===== src/rtl/audio_capture_pkg.sv =====
// Shared definitions for the audio capture path: sample format, FSM encoding
// and capture-region sizing also used by the playback module.
package audio_capture_pkg;

  localparam int SAMPLE_W           = 6;
  localparam int SAMPLE_MSB         = 31;
  localparam int SAMPLE_LSB         = 26;
  localparam int MAG_W              = 5;
  localparam int CAPTURE_DEPTH_LOG2 = 14;

  typedef enum logic [1:0] {
    ST_IDLE   = 2'd0,
    ST_RECORD = 2'd1,
    ST_DONE   = 2'd2
  } cap_state_e;

  // |s| of a 6-bit two's-complement sample; -32 saturates to 31.
  function automatic logic [MAG_W-1:0] sample_mag(input logic [SAMPLE_W-1:0] s);
    logic [SAMPLE_W-1:0] a;
    a = s[SAMPLE_W-1] ? (~s + 6'd1) : s;
    return a[SAMPLE_W-1] ? 5'd31 : a[MAG_W-1:0];
  endfunction

endpackage


===== src/rtl/audio_capture_hit_detect.sv =====
// Loud-sample detector: magnitude against threshold, with a holdoff window
// counted in accepted samples after each hit.
module audio_hit_detect
  import audio_capture_pkg::*;
#(
  parameter int HOLDOFF = 4800
) (
  input  logic                CLOCK_50,
  input  logic                reset,
  input  logic                accept,
  input  logic [SAMPLE_W-1:0] sample,
  input  logic [MAG_W-1:0]    threshold,
  output logic                hit
);

  localparam int HO_W = $clog2(HOLDOFF + 2);

  logic [HO_W-1:0]  holdoff_cnt;
  logic [MAG_W-1:0] mag;

  assign mag = sample_mag(sample);

  always_ff @(posedge CLOCK_50) begin
    if (reset) begin
      hit         <= 1'b0;
      holdoff_cnt <= '0;
    end else begin
      hit <= 1'b0;
      if (accept) begin
        if (holdoff_cnt == '0) begin
          if (mag >= threshold) begin
            hit         <= 1'b1;
            holdoff_cnt <= HO_W'(HOLDOFF);
          end
        end else begin
          holdoff_cnt <= holdoff_cnt - 1'b1;
        end
      end
    end
  end

endmodule


===== src/rtl/audio_capture.sv =====
// Microphone capture: pops samples from the Audio_Controller, decimates them
// into an external buffer RAM and flags loud samples.
module audio_capture
  import audio_capture_pkg::*;
#(
  parameter int DEPTH_LOG2 = CAPTURE_DEPTH_LOG2,
  parameter int DECIM      = 4,
  parameter int HOLDOFF    = 4800
) (
  input  logic                  CLOCK_50,
  input  logic                  reset,
  input  logic                  audio_in_available,
  input  logic [31:0]           left_channel_audio_in,
  output logic                  read_audio_in,
  input  logic                  record_start,
  input  logic [MAG_W-1:0]      threshold,
  output logic                  wr_en,
  output logic [DEPTH_LOG2-1:0] wr_addr,
  output logic [SAMPLE_W-1:0]   wr_data,
  output logic                  busy,
  output logic                  done,
  output logic                  hit,
  output cap_state_e            debug_state
);

  // Handshake: a sample pair is taken on every cycle where audio_in_available
  // is high outside reset; read_audio_in mirrors that and pops the pair.
  cap_state_e          state, state_nxt;
  logic                accept;
  logic                start_cap;
  logic                store;
  logic                last_write;
  logic [7:0]          dec_cnt;
  logic [SAMPLE_W-1:0] sample;
  logic                unused_low_bits;

  assign accept          = audio_in_available & ~reset;
  assign read_audio_in   = accept;
  assign sample          = left_channel_audio_in[SAMPLE_MSB:SAMPLE_LSB];
  assign unused_low_bits = ^left_channel_audio_in[SAMPLE_LSB-1:0];
  assign last_write      = wr_en && (wr_addr == '1);
  assign busy            = (state == ST_RECORD);
  assign done            = (state == ST_DONE);
  assign debug_state     = state;

  always_comb begin
    state_nxt = state;
    start_cap = 1'b0;
    store     = 1'b0;
    unique case (state)
      ST_IDLE, ST_DONE: begin
        if (record_start) begin
          state_nxt = ST_RECORD;
          start_cap = 1'b1;
        end
      end
      ST_RECORD: begin
        // The final write closes the capture; nothing accepted alongside it is kept.
        if (last_write) state_nxt = ST_DONE;
        else if (accept && dec_cnt == 8'd0) store = 1'b1;
      end
      default: state_nxt = ST_IDLE;
    endcase
  end

  always_ff @(posedge CLOCK_50) begin
    if (reset) state <= ST_IDLE;
    else       state <= state_nxt;
  end

  always_ff @(posedge CLOCK_50) begin
    if (reset) begin
      wr_en   <= 1'b0;
      wr_data <= '0;
      wr_addr <= '0;
      dec_cnt <= '0;
    end else begin
      wr_en <= store;
      if (store) wr_data <= sample;
      if (start_cap) begin
        wr_addr <= '0;
        dec_cnt <= '0;
      end else if (state == ST_RECORD) begin
        if (wr_en) wr_addr <= wr_addr + 1'b1;
        if (accept) dec_cnt <= (dec_cnt == 8'(DECIM - 1)) ? 8'd0 : dec_cnt + 8'd1;
      end
    end
  end

  audio_hit_detect #(.HOLDOFF(HOLDOFF)) u_hit (
    .CLOCK_50  (CLOCK_50),
    .reset     (reset),
    .accept    (accept),
    .sample    (sample),
    .threshold (threshold),
    .hit       (hit)
  );

endmodule


===== config.mk =====
export PLATFORM = sky130hd
export DESIGN_NAME = audio_capture
export DESIGN_NICKNAME = d
export VERILOG_FILES = /design/src/rtl/audio_capture_pkg.sv /design/src/rtl/audio_capture_hit_detect.sv /design/src/rtl/audio_capture.sv
export SDC_FILE = /design/constraint.sdc
export NUM_CORES = 1
export LEC_CHECK = 0
export ABC_AREA = 0
export CORE_UTILIZATION = 46
export CTS_CLUSTER_DIAMETER = 100
export DETAILED_ROUTE_END_ITERATION = 7
export GPL_ROUTABILITY_DRIVEN = 0
export PLACE_DENSITY = 0.79
export SLEW_MARGIN = 30
export SYNTH_ARGS = -nofsm -noshare
export SYNTH_HDL_FRONTEND = slang
export SYNTH_SLANG_ARGS = --single-unit

===== constraint.sdc =====
create_clock -name CLOCK_50 -period 3.8 [get_ports CLOCK_50]
set_input_delay 0.76 -clock CLOCK_50 [delete_from_list [all_inputs] [get_ports CLOCK_50]]
set_output_delay 0.76 -clock CLOCK_50 [all_outputs]
set_load 0.05 [all_outputs]

==> flow_metrics.py <==
metrics = {
    "power": {
        "p_sw_frac": 0.341,
        "p_int_w": 0.000902,
        "p_switching_w": 0.000468,
        "power_per_cell_area_mw_per_mm2": 497,
        "p_seq_frac": 0.441,
        "p_leak_nw": 1.03,
        "vdd_drop_max_uv": 307,
        "power_frac_comb": 0.343,
        "pwr-share-clk": 0.216,
    },
    "worst_setup_path": {
        "crit_start": "left_channel_audio_in[26]",
        "criticalPathCategory": "in2reg",
        "setup.worst_path.end_class": "register",
        "cp_top_family": "compound AO/OA/AOI/OAI gates",
        "cp_slowest_cell": "a2111oi_0",
        "r2r-start": "u_hit.holdoff_cnt[2]",
        "crit_buf_inv": 3,
        "path_cells": "clkdlybuf4s50_1, inv_1, ha_1, nand2_1, or2_2, a21oi_1, a31oi_1, ha_1, a21oi_1, nor3_1, a41oi_1, buf_4, a2111oi_0, xnor2_1, nor2_1",
        "required_ns": 3.99,
        "cp.arrival_ns": 3.63,
        "cp_slowest_stage_delay_ns": 0.55,
        "start_kind": "input pin",
        "crit_fanout": 11,
    },
    "hold_path": {
        "hold_start": "wr_data[4]",
        "min_path_type": "reg2reg",
    },
    "run": {
        "cap_violations": 0,
    },
    "clock_tree": {
        "clock_latency_ns": 0.30,
        "cts_post_setup_buffers_inserted": 0,
        "path_clk_slew_ns": 0.08,
        "clock_sinks": 45,
        "hold_buffers": 0,
        "cts_root_buf": "clkbuf_8",
        "cts_tree": "done",
        "cts_buffers": 5,
        "clockBufferDepth": 2,
        "cts-resized-gates": 0,
        "htree_num_levels": 2,
    },
    "die": {
        "ioPinCount": 68,
        "die_w_um": 71.3,
        "initial_utilization": 0.493,
        "rows": 24,
        "die_area_mm2": 0.00508,
        "core_area_mm2": 0.00447,
        "die_y_um": 71.3,
    },
    "place": {
        "hpwl_um": 3050,
        "port_buffers": 41,
    },
    "sta": {
        "worst_pin_slew_ns": 0.655,
        "maxSlewViolCount": 0,
        "relSlewSlack": 0.559,
        "setup_viol": 0,
        "fin_crit_sh": 0.904,
        "clock.fmax_mhz": 291,
        "rsz0062_at_grt": "false",
        "hold_violations": 0,
        "min_period_ns": 3.44,
        "tns_ns": 0,
        "whs_ns": 0.499,
        "clock_skew_ns": 0.0117,
    },
    "route": {
        "wl_per_cell_um": 11.8,
        "drt-vias-per-instance": 5.27,
        "drt-total-wl_um": 4130,
        "route.vias.total": 1849,
        "drtPass1Iterations": 6,
        "drtAntennaViolNets": 0,
        "drtIter0Drc": 49,
        "drcViolationCount": 5,
    },
    "global_route": {
        "grt_max_degree": 18,
        "grt_overflow_total": 0,
        "grt_usage": 0.178,
        "grt_pass1_vias": 1678,
        "grt_pass1_wl_um": 7180,
        "antenna_found_initial": 0,
    },
    "layout": {
        "layout_commonest_cell": "dfxtp_1",
        "num-fill-cells": 403,
        "drive_above_1_share": 0.0669,
        "layout_common_cells": "dfxtp_1 (45), nor2_1 (44), clkdlybuf4s50_1 (40)",
        "final_nets": 349,
        "area_growth_pct": 24.9,
        "antenna_cells": 0,
        "utilization": 0.616,
    },
    "yosys": {
        "synthesis.area_mm2": 0.00221,
        "ys_types": 38,
        "synth_cells": 258,
        "ys_seq_area_frac": 0.408,
        "ys_seq_elements": 45,
        "yosysWarnings": 0,
        "syn_nets": 309,
        "syn_area_per_cell_um2": 8.55,
    },
    "outcome": {
        "violations": "design-rule violations",
        "status": "complete, but fails checks",
    },
}
[routing by layer]
metal	vias up	GRT usage	part of all wire
met5	-	0	0
met4	0	0.0644	0.012
met3	4	0.0534	0.057
met2	50	0.303	0.46
met1	836	0.214	0.47
li1	959	-	-
[per-stage QoR]
| step | area (um2) | worst slack, ns | instances | total power (W) |
|---|---|---|---|---|
| floorplan | 2210 | 0.720 | 258 | 0.000979 |
| global placement | 2660 | 0.172 | 343 | 0.00106 |
| detailed placement | 2660 | 0.0625 | 343 | 0.00107 |
| CTS | 2750 | 0.373 | 351 | 0.00136 |
| global route | 2760 | 0.0662 | 351 | 0.00148 |
| finish | 2760 | 0.365 | 351 | 0.00137 |
[cell type report]
class                   count  area, um2  share of cell area
clock buffers               5       68.8              0.0250
clock inverters             3       21.3             0.00772
inverters                  16       60.1              0.0218
multi-input cells         187       1220               0.442
flip-flops and latches     45        901               0.327
well taps                  52       65.1              0.0236
repair buffers             43        423               0.153
[worst paths after layout]
kind	endpoint	slack [ns]	cells after the start
worst max-delay path	u_hit.holdoff_cnt[5]	0.36	15
worst min register to register	wr_data[4]	0.50	2
worst min-delay path	wr_data[4]	0.50	2
worst max register to register	u_hit.holdoff_cnt[9]	1.19	6
[logic make-up after synthesis]
logic type               after synthesis  synth area share
flip-flops                            45             0.408
adder cells (fa/ha/maj)               10            0.0567
AO/OA/AOI/OAI                         35             0.108
XOR/XNOR                              28             0.111
AND/OR/NAND/NOR                      108             0.244
buffers and inverters                 26            0.0454
multiplexers                           6            0.0272
[worst min-delay path: cells and delay by family (launching register included)]
family | cells | cell delay, ns
flip-flops | 1 | 0.33
AND/OR/NAND/NOR | 1 | 0.07
multiplexers | 1 | 0.06
[state kept, by name, indices dropped and copies added (netlist names)]
name and flops:
debug_state 2, dec_cnt 8, u_hit.hit 1, u_hit.holdoff_cnt 13, wr_addr 14, wr_data 6
wr_en 1
[Yosys cell counts]
library cell,number,area [um2]
and3_1,5,31.3
and4_1,1,8.76
o41ai_2,1,16.3
inv_1,16,60.1
o211ai_1,1,7.51
nor4_1,3,18.8
a22oi_1,1,7.51
nor3_1,4,20.0
xor2_1,16,140
nor2b_1,5,31.3
mux2i_1,6,60.1
nor2_1,44,165
nand3_1,7,35.0
nand2b_2,1,8.76
or2_2,3,18.8
or3_4,2,22.5
o22a_1,1,8.76
a211oi_1,3,22.5
and2_1,2,12.5
buf_2,2,10.0
a31oi_1,2,12.5
dfxtp_1,45,901
or4_4,1,11.3
or4_1,1,7.51
xnor2_1,12,105
a311oi_2,1,15.0
ha_1,10,125
clkbuf_1,8,30.0
o21ai_0,7,35.0
nand4b_1,2,17.5
nand4_1,5,31.3
nand2_1,16,60.1
a21oi_1,11,55.1
a41oi_1,1,8.76
a21o_1,2,15.0
or3_1,6,37.5
a2111oi_0,3,26.3
a21boi_0,1,7.51
[power by group through the flow]
| stage | clock [W] | sequential (W) | combinational [W] |
|---|---|---|---|
| after detailed placement | 0 | 0.000611 | 0.000457 |
| after CTS | 0.000302 | 0.000602 | 0.000459 |
| after global placement | 0 | 0.000609 | 0.000448 |
| final | 0.000296 | 0.000604 | 0.000470 |
| after floorplan | 0 | 0.000616 | 0.000364 |
| after global routing | 0.000323 | 0.000616 | 0.000538 |
Note: power is estimated with default switching activity, not from simulation.
